### config.mk
export PLATFORM = sky130hd
export DESIGN_NAME = pulse_sequencer_engine_flat
export DESIGN_NICKNAME = d
export VERILOG_FILES = /design/src/rtl/pulse_sequencer_engine_if.sv /design/src/rtl/pulse_sequencer_engine.sv /design/src/flat_wrapper.sv
export SDC_FILE = /design/constraint.sdc
export NUM_CORES = 1
export LEC_CHECK = 0
export CORE_MARGIN = 2
export CORE_UTILIZATION = 36
export CTS_CLUSTER_SIZE = 28
export DETAILED_ROUTE_END_ITERATION = 10
export DONT_BUFFER_PORTS = 1
export PLACE_DENSITY = 0.61
export SETUP_SLACK_MARGIN = 0.2
export SYNTH_ARGS = -nofsm -noshare
export SYNTH_HDL_FRONTEND = slang
export SYNTH_SLANG_ARGS = --single-unit
### constraint.sdc
create_clock -name clk -period 4.95 [get_ports clk]
set_input_delay 0.495 -clock clk [delete_from_list [all_inputs] [get_ports clk]]
set_output_delay 0.495 -clock clk [all_outputs]
set_load 0.005 [all_outputs]
### src/rtl/pulse_sequencer_engine_if.sv
`default_nettype none
// +----------------------------------------------------------------------------+
// | Module   : pulse_sequencer_engine_if                                       |
// | Purpose  : Bus and handshake bundle for the pulse sequencer engine.        |
// |            Carries symbol-memory and table writes, start/stop requests    |
// |            and the busy/done/loop_evt status back to the requester.       |
// | Signals  : mem_we/mem_addr/mem_wdata  symbol-memory word write            |
// |            tab_we/tab_idx/tab_wdata   {level,duration} table write        |
// |            start/stop                 one-cycle run control requests      |
// |            busy/done/loop_evt         run status                          |
// | Modports : master (bus side), slave (engine side)                          |
// | Revision : 1.0  initial release                                            |
// +----------------------------------------------------------------------------+
interface pulse_sequencer_engine_if #(
  parameter int MEM_WORDS = 8,
  parameter int SYM_BITS  = 2,
  parameter int DUR_W     = 8
);
  localparam int c_AW = $clog2(MEM_WORDS);

  logic              mem_we;
  logic [c_AW-1:0]   mem_addr;
  logic [31:0]       mem_wdata;
  logic              tab_we;
  logic [SYM_BITS-1:0] tab_idx;
  logic [DUR_W:0]    tab_wdata;
  logic              start;
  logic              stop;
  logic              busy;
  logic              done;
  logic              loop_evt;

  modport master (
    output mem_we, mem_addr, mem_wdata, tab_we, tab_idx, tab_wdata, start, stop,
    input  busy, done, loop_evt
  );

  modport slave (
    input  mem_we, mem_addr, mem_wdata, tab_we, tab_idx, tab_wdata, start, stop,
    output busy, done, loop_evt
  );
endinterface
`default_nettype wire

### src/rtl/pulse_sequencer_engine.sv
`default_nettype none
// +----------------------------------------------------------------------------+
// | Module   : pulse_sequencer_engine                                          |
// | Purpose  : Symbol-driven pulse transmitter. Plays symbols from a 32-bit    |
// |            word memory; each symbol picks a {level,duration} table entry. |
// |            Supports loop count, stop, per-symbol prescaler, carrier        |
// |            modulation and gap-free back-to-back symbols.                  |
// | Ports    : clk, rst_n (sync active-low)                                    |
// |            bus_if          memory/table writes, start/stop, status        |
// |            i_cfg_*         run configuration, sampled at start            |
// |            o_pulse_out     modulated output                               |
// |            o_carrier_out   raw carrier                                    |
// |            o_cur_idx       index of the symbol currently driven           |
// | Revision : 1.0  initial release                                            |
// +----------------------------------------------------------------------------+
module pulse_sequencer_engine #(
  parameter int MEM_WORDS = 8,
  parameter int SYM_BITS  = 2,
  parameter int DUR_W     = 8,
  parameter int PRESC_W   = 4,
  parameter int LOOP_W    = 8,
  parameter int CARR_W    = 16,
  localparam int PCW      = $clog2(MEM_WORDS * 32 / SYM_BITS)
) (
  input  wire logic                clk,
  input  wire logic                rst_n,
  pulse_sequencer_engine_if.slave  bus_if,
  input  wire logic [PCW-1:0]      i_cfg_start_idx,
  input  wire logic [PCW-1:0]      i_cfg_end_idx,
  input  wire logic [LOOP_W-1:0]   i_cfg_loops,
  input  wire logic [PRESC_W-1:0]  i_cfg_prescaler,
  input  wire logic                i_cfg_idle_level,
  input  wire logic                i_cfg_invert,
  input  wire logic                i_cfg_carrier_en,
  input  wire logic [CARR_W-1:0]   i_cfg_carrier_half,
  output logic                     o_pulse_out,
  output logic                     o_carrier_out,
  output logic [PCW-1:0]           o_cur_idx
);
  localparam int c_SPW   = 32 / SYM_BITS;          // symbols per word
  localparam int c_SW    = $clog2(c_SPW);          // slot-in-word index width
  localparam int c_TAB   = 1 << SYM_BITS;
  // Symbol length in cycles is (dur+1) << presc; this width holds the worst case.
  localparam int c_CNT_W = DUR_W + (1 << PRESC_W);

  typedef enum logic [1:0] {S_IDLE = 2'd0, S_LOAD = 2'd1, S_RUN = 2'd2} state_t;

  state_t               r_state;
  logic [31:0]          r_mem [MEM_WORDS];
  logic [DUR_W:0]       r_tab [c_TAB];
  logic                 r_busy, r_done, r_loop, r_valid, r_level, r_inf, r_car;
  logic [PCW-1:0]       r_cur_idx, r_nxt_idx, r_fidx, r_start, r_end;
  logic [DUR_W:0]       r_nxt_ent;
  logic [c_CNT_W-1:0]   r_cnt;
  logic [LOOP_W-1:0]    r_pass;
  logic [PRESC_W-1:0]   r_presc;
  logic                 r_idle, r_inv, r_cen;
  logic [CARR_W-1:0]    r_half, r_ccnt;

  logic [PCW-1:0]       w_fidx;
  logic [31:0]          w_word;
  logic [4:0]           w_off;
  logic [SYM_BITS-1:0]  w_sym;
  logic [DUR_W:0]       w_ent;
  logic [c_CNT_W-1:0]   w_nxt_len;
  logic                 w_abort, w_last, w_pass_end, w_fin, w_adv;

  function automatic logic [PCW-1:0] f_next(input logic [PCW-1:0] idx,
                                            input logic [PCW-1:0] st,
                                            input logic [PCW-1:0] en);
    return (idx == en) ? st : idx + PCW'(1);
  endfunction

  // Symbol memory has no reset; contents survive reset by design.
  always_ff @(posedge clk) begin
    if (bus_if.mem_we) r_mem[bus_if.mem_addr] <= bus_if.mem_wdata;
  end

  // Single fetch port. In IDLE it points at the configured start so the first
  // symbol is captured at the start edge; afterwards it walks one symbol ahead
  // of the prefetch register. Combinational read means a same-cycle write
  // is seen only by later fetches.
  assign w_fidx    = (r_state == S_IDLE) ? i_cfg_start_idx : r_fidx;
  assign w_word    = r_mem[w_fidx[PCW-1:c_SW]];
  assign w_off     = 5'(w_fidx[c_SW-1:0] * SYM_BITS);
  assign w_sym     = w_word[w_off +: SYM_BITS];
  assign w_ent     = r_tab[w_sym];
  assign w_nxt_len = ((c_CNT_W'(r_nxt_ent[DUR_W-1:0]) + c_CNT_W'(1)) << r_presc)
                     - c_CNT_W'(1);

  assign w_abort    = (r_state != S_IDLE) && bus_if.stop;
  assign w_last     = (r_state == S_RUN) && (r_cnt == '0) && !bus_if.stop;
  assign w_pass_end = w_last && (r_cur_idx == r_end);
  assign w_fin      = w_pass_end && !r_inf && (r_pass == LOOP_W'(1));
  // Move the prefetched symbol into the output stage.
  assign w_adv      = ((r_state == S_LOAD) && !bus_if.stop) || (w_last && !w_fin);

  always_ff @(posedge clk) begin
    if (!rst_n) begin
      r_state   <= S_IDLE;
      r_busy    <= 1'b0;
      r_done    <= 1'b0;
      r_loop    <= 1'b0;
      r_valid   <= 1'b0;
      r_level   <= 1'b0;
      r_inf     <= 1'b0;
      r_car     <= 1'b0;
      r_cur_idx <= '0;
      r_nxt_idx <= '0;
      r_fidx    <= '0;
      r_start   <= '0;
      r_end     <= '0;
      r_nxt_ent <= '0;
      r_cnt     <= '0;
      r_pass    <= '0;
      r_presc   <= '0;
      r_idle    <= 1'b0;
      r_inv     <= 1'b0;
      r_cen     <= 1'b0;
      r_half    <= '0;
      r_ccnt    <= '0;
      for (int i = 0; i < c_TAB; i++) r_tab[i] <= '0;
    end else begin
      r_done <= w_fin;
      r_loop <= w_pass_end;

      if (bus_if.tab_we) r_tab[bus_if.tab_idx] <= bus_if.tab_wdata;

      // Carrier restarts from zero on every run.
      if ((r_state == S_IDLE) || w_abort || w_fin) begin
        r_ccnt <= '0;
        r_car  <= 1'b0;
      end else if (r_ccnt == '0) begin
        r_ccnt <= r_half;
        r_car  <= ~r_car;
      end else begin
        r_ccnt <= r_ccnt - CARR_W'(1);
      end

      if (w_adv) begin
        r_valid   <= 1'b1;
        r_level   <= r_nxt_ent[DUR_W];
        r_cnt     <= w_nxt_len;
        r_cur_idx <= r_nxt_idx;
        r_nxt_idx <= r_fidx;
        r_nxt_ent <= w_ent;
        r_fidx    <= f_next(r_fidx, r_start, r_end);
      end else if ((r_state == S_RUN) && (r_cnt != '0)) begin
        r_cnt <= r_cnt - c_CNT_W'(1);
      end

      if (w_pass_end && !w_fin && !r_inf) r_pass <= r_pass - LOOP_W'(1);

      case (r_state)
        S_IDLE: begin
          r_idle <= i_cfg_idle_level;
          r_inv  <= i_cfg_invert;
          if (bus_if.start && !bus_if.stop) begin
            r_state   <= S_LOAD;
            r_busy    <= 1'b1;
            r_start   <= i_cfg_start_idx;
            r_end     <= i_cfg_end_idx;
            r_presc   <= i_cfg_prescaler;
            r_cen     <= i_cfg_carrier_en;
            r_half    <= i_cfg_carrier_half;
            r_pass    <= i_cfg_loops;
            r_inf     <= (i_cfg_loops == '0);
            r_nxt_idx <= i_cfg_start_idx;
            r_nxt_ent <= w_ent;
            r_fidx    <= f_next(i_cfg_start_idx, i_cfg_start_idx, i_cfg_end_idx);
          end
        end
        S_LOAD:  r_state <= S_RUN;
        S_RUN:   r_state <= S_RUN;
        default: r_state <= S_IDLE;
      endcase

      if (w_abort || w_fin) begin
        r_state <= S_IDLE;
        r_busy  <= 1'b0;
        r_valid <= 1'b0;
      end
    end
  end

  assign bus_if.busy     = r_busy;
  assign bus_if.done     = r_done;
  assign bus_if.loop_evt = r_loop;
  assign o_carrier_out   = r_car;
  assign o_cur_idx       = r_cur_idx;
  assign o_pulse_out     = (r_valid ? (r_level & (r_cen ? r_car : 1'b1)) : r_idle) ^ r_inv;
endmodule
`default_nettype wire

### src/flat_wrapper.sv
// flat-port wrapper written by rule: the top's interface ports become plain ports
module pulse_sequencer_engine_flat 
#(
  parameter int MEM_WORDS = 8,
  parameter int SYM_BITS  = 2,
  parameter int DUR_W     = 8,
  parameter int PRESC_W   = 4,
  parameter int LOOP_W    = 8,
  parameter int CARR_W    = 16,
  localparam int PCW      = $clog2(MEM_WORDS * 32 / SYM_BITS)
)
  (clk, rst_n, i_cfg_start_idx, i_cfg_end_idx, i_cfg_loops, i_cfg_prescaler, i_cfg_idle_level, i_cfg_invert, i_cfg_carrier_en, i_cfg_carrier_half, o_pulse_out, o_carrier_out, o_cur_idx, bus_if_mem_we, bus_if_mem_addr, bus_if_mem_wdata, bus_if_tab_we, bus_if_tab_idx, bus_if_tab_wdata, bus_if_start, bus_if_stop, bus_if_busy, bus_if_done, bus_if_loop_evt);
  pulse_sequencer_engine_if #(.MEM_WORDS(MEM_WORDS), .SYM_BITS(SYM_BITS), .DUR_W(DUR_W)) bus_if_i ();
  input  wire logic clk;
  input  wire logic rst_n;
  input  wire logic [PCW-1:0] i_cfg_start_idx;
  input  wire logic [PCW-1:0] i_cfg_end_idx;
  input  wire logic [LOOP_W-1:0] i_cfg_loops;
  input  wire logic [PRESC_W-1:0] i_cfg_prescaler;
  input  wire logic i_cfg_idle_level;
  input  wire logic i_cfg_invert;
  input  wire logic i_cfg_carrier_en;
  input  wire logic [CARR_W-1:0] i_cfg_carrier_half;
  output logic o_pulse_out;
  output logic o_carrier_out;
  output logic [PCW-1:0] o_cur_idx;
  input wire logic [$bits(bus_if_i.mem_we)-1:0] bus_if_mem_we;
  input wire logic [$bits(bus_if_i.mem_addr)-1:0] bus_if_mem_addr;
  input wire logic [$bits(bus_if_i.mem_wdata)-1:0] bus_if_mem_wdata;
  input wire logic [$bits(bus_if_i.tab_we)-1:0] bus_if_tab_we;
  input wire logic [$bits(bus_if_i.tab_idx)-1:0] bus_if_tab_idx;
  input wire logic [$bits(bus_if_i.tab_wdata)-1:0] bus_if_tab_wdata;
  input wire logic [$bits(bus_if_i.start)-1:0] bus_if_start;
  input wire logic [$bits(bus_if_i.stop)-1:0] bus_if_stop;
  output wire logic [$bits(bus_if_i.busy)-1:0] bus_if_busy;
  output wire logic [$bits(bus_if_i.done)-1:0] bus_if_done;
  output wire logic [$bits(bus_if_i.loop_evt)-1:0] bus_if_loop_evt;
  assign bus_if_i.mem_we = bus_if_mem_we;
  assign bus_if_i.mem_addr = bus_if_mem_addr;
  assign bus_if_i.mem_wdata = bus_if_mem_wdata;
  assign bus_if_i.tab_we = bus_if_tab_we;
  assign bus_if_i.tab_idx = bus_if_tab_idx;
  assign bus_if_i.tab_wdata = bus_if_tab_wdata;
  assign bus_if_i.start = bus_if_start;
  assign bus_if_i.stop = bus_if_stop;
  assign bus_if_busy = bus_if_i.busy;
  assign bus_if_done = bus_if_i.done;
  assign bus_if_loop_evt = bus_if_i.loop_evt;
  pulse_sequencer_engine #(.MEM_WORDS(MEM_WORDS), .SYM_BITS(SYM_BITS), .DUR_W(DUR_W), .PRESC_W(PRESC_W), .LOOP_W(LOOP_W), .CARR_W(CARR_W)) u_core (.clk(clk), .rst_n(rst_n), .bus_if(bus_if_i), .i_cfg_start_idx(i_cfg_start_idx), .i_cfg_end_idx(i_cfg_end_idx), .i_cfg_loops(i_cfg_loops), .i_cfg_prescaler(i_cfg_prescaler), .i_cfg_idle_level(i_cfg_idle_level), .i_cfg_invert(i_cfg_invert), .i_cfg_carrier_en(i_cfg_carrier_en), .i_cfg_carrier_half(i_cfg_carrier_half), .o_pulse_out(o_pulse_out), .o_carrier_out(o_carrier_out), .o_cur_idx(o_cur_idx));
endmodule
==> qor.txt <==
Status -> complete, no violations
Synth Area in Compound Gates -> 11.54%
Area grow syn2layout -> 13.60%
Initial antenna violation count -> 1
Fin crit period -> 4.202 ns
Post-synth top cells -> nand2_1 (375), edfxtp_1 (292), dfxtp_1 (124)
PortBufs -> 0
Core Util, Final -> 41.23%
Met1 Usage GRT -> 23.83%
CTS tree -> done
Post-Synth Adder-Cell Area -> 0.6574%
Distinct cells, synth -> 78
Largest family of logic cells by synthesized area -> simple AND/OR/NAND/NOR gates
Critical Path AT -> 4.62 ns
PD cells -> 395.7 nW/µm²
Ant. Diodes -> 0
Nets@finish -> 1,882
Clock Power Share -> 38.1%
Core area -> 52,450 µm²
I/O pins -> 109
MaxCap Viol Count -> 0
Setup-failing EPs final -> 0
Mux cell area share after synthesis -> 4.457%
Routability cong. -> 0.8526
Vias/cell -> 5.505
Max-slew violations -> 0
Fraction of layout cells with a size suffix above 1 -> 8.444%
DP HPWL -> 32,170 µm
H-Tree Depth -> 2
Crit-path max FO -> 7
Synth Warn # -> 0
Synthesized area -> 19,030 µm²
Post-CTS setup buffer count -> 0
Clk slew on worst S/H paths -> 0.06 ns
CTS Buffer Depth -> 3
DRT iter0 DRCs -> 1,025
Critical path type -> reg -> reg
Via Count -> 13,760
Remaining DRCs -> 0
Setup_tns -> 0 ns
CTS Hold Bufs -> 32
Lkg Pwr -> 0.007535 µW
Met3 Use GR -> 3.867%
Combinational power share -> 15.2%
Final wirelength -> 49,380 µm
Placed cell areas -> 19,860 µm²
HP Class -> in -> reg
Most common cell in the synthesized netlist -> nand2_1
Initial core utilization -> 36.29%
Skew final -> 0.02671 ns
Final hold vios -> 0
GRT Residual Overflow -> 0
Busiest layer in global routing -> met2
Max Clock Freq -> 0.2380 GHz
DIE WIDTH -> 233.9 µm
Total CTS buffers -> 46
Clk sinks -> 416
Relative slew slack -> 23.50%
Die Y-Extent -> 233.9 µm
Crit path launch type -> flop
Syn Inst Count -> 1,774
RSZ-0062 raised after global routing -> no
Design Area, Final -> 21,620 µm²
Ys async rst share -> 0%
Peak supply drop -> 0.0003178 V
GRT Overall Usage -> 17.93%
Syn avg cell area -> 10.73 µm²
Seq pwr share -> 46.7%
Switching power -> 2335 µW
Post-synth EDFFs -> 292
Synth area leaders -> edfxtp_1 (46%), dfxtp_1 (13%), nand2_1 (7.4%)
Pint -> 6221 µW
Post-CTS sizing -> 0
WL/cell -> 19.75 µm
ANT nets after route -> 0
Net count after synthesis -> 1,881
Initial DRT Pass Iterations -> 7
Dominant synthesized flop cell -> edfxtp_1
Final worst-path cycle share -> 84.89%
Sequential share of the synthesized area -> 59.12%
Yosys reg bits -> 416
Worst skew pair latency -> 0.59 ns
Largest area contributor in the netlist -> edfxtp_1
CTS Root Buffer Type -> clkbuf_16
Switching share of power -> 27.29%
Area of the die -> 54,720 µm²
Worst EP required -> 5.37 ns
Crit. End Element -> flop
Vias in the first global route -> 13,320
Post-synthesis xor/xnor area fraction -> 3.267%
Simple-gate share of the synthesized area -> 18.24%
Measured slew at the worst slew-check pin -> 1.139 ns
M2 GR Usage -> 29.27%
Num rows -> 84
Share of the synthesized area in the top cell type -> 46.07%
Largest net degree at the start of global routing -> 48
First-pass GRT wire length -> 76,220 µm
worst paths after layout:
check / cells after the start / slack [ns] / to / startpoint
hold / removal: 2 / 0.04 / u_core.r_half[11] / i_cfg_carrier_half[11]
setup reg to reg: 14 / 0.75 / u_core.r_cnt[16] / u_core.r_pass[3]
hold reg to reg: 2 / 0.44 / u_core.o_cur_idx[2] / u_core.r_nxt_idx[2]
setup / recovery: 14 / 0.75 / u_core.r_cnt[16] / u_core.r_pass[3]
sequential cells by signal, summed over array words and instances, names as in the netlist, 2 cells and up:
signal            flops
u_core.r_nxt_idx      7
u_core.r_half        16
u_core.r_nxt_ent      9
u_core.r_pass         8
u_core.r_end          7
u_core.o_cur_idx      7
u_core.r_start        7
u_core.r_cnt         24
u_core.r_mem        256
u_core.r_ccnt        16
u_core.r_fidx         7
u_core.r_state        2
u_core.r_presc        4
u_core.r_tab         36
area by class of cell:
| type | instances | area, µm² |
|---|---|---|
| multi-input cells | 1225 | 7372 |
| repair buffers | 67 | 620.6 |
| clock inverters | 30 | 219.0 |
| inverters | 19 | 71.32 |
| clock buffers | 55 | 1226 |
| flip-flops and latches | 416 | 11250 |
| fillers | 4917 | 30820 |
| well taps | 688 | 860.8 |
power by group through the flow:
stage | combinational (µW) | sequential [µW] | clock (µW)
6_report | 1300 | 4000 | 3260
5_1_grt | 1430 | 4010 | 3470
4_1_cts | 1300 | 3990 | 3330
3_5_place_dp | 1250 | 4070 | 0
3_3_place_gp | 1240 | 4060 | 0
2_1_floorplan | 970 | 4020 | 0
cell families after synthesis:
family | Yosys count
and+or+nand+nor | 756
buffers and inverters | 133
AOI/OAI and AO/OA | 318
xor gates and xnor gates | 71
DFF | 416
adders and majority gates | 10
muxes | 70
worst max-delay path, stage by stage (launching register included):
cell and delay, ns:
dfxtp_1 0.34, or4_1 0.55, or4b_4 0.54, o41a_1 0.43, nand2_2 0.12, nor3_1 0.06
a21oi_1 0.18, ha_1 0.33, o211ai_1 0.16, nor3_1 0.15, a31o_2 0.17, nand3_1 0.27
or3_1 0.46, xnor2_1 0.18, o22ai_1 0.09
metrics by stage:
| step | setup WS, ns | power [µW] | instances | hold slack [ns] |
|---|---|---|---|---|
| after CTS | 0.7699 | 8628 | 2500 | 0.009173 |
| after global placement | 0.8377 | 5307 | 2383 | 0.4420 |
| after floorplan | 0.2683 | 4987 | 1774 | 0.4321 |
| final | 0.7479 | 8556 | 2500 | 0.04030 |
| after detailed placement | 0.8076 | 5321 | 2383 | 0.4445 |
| after global routing | 0.4886 | 8917 | 2500 | 0.01976 |
layout by cell type (no fill, tap or decap), types with 7 or more instances in the layout:
cell type,instances
clkbuf_16,47
dlygate4sd3_1,32
o211ai_1,14
mux4_2,11
o21ai_0,34
nand2b_1,17
a31oi_1,19
nor2_1,86
nor2_4,7
xor2_1,28
dfxtp_1,124
nor4_1,18
a211oi_1,26
and3_1,37
nand4_1,11
mux2i_1,47
o2111ai_1,11
nand2_1,374
buf_4,32
or3_1,19
mux2_2,7
xnor2_1,43
inv_1,17
and2_1,29
o22ai_1,7
a21oi_1,90
nand3_1,95
edfxtp_1,292
a311oi_1,22
clkinv_2,13
nor3_1,25
clkinv_1,11
ha_1,10
o221ai_1,16
per-layer routing:
layer,up-vias,share of wire [%]
met5,-,0.026
met4,2,2.4
met3,80,7.2
met2,448,47
met1,6701,43
li1,6531,-
(Power assumes the default switching activity.)
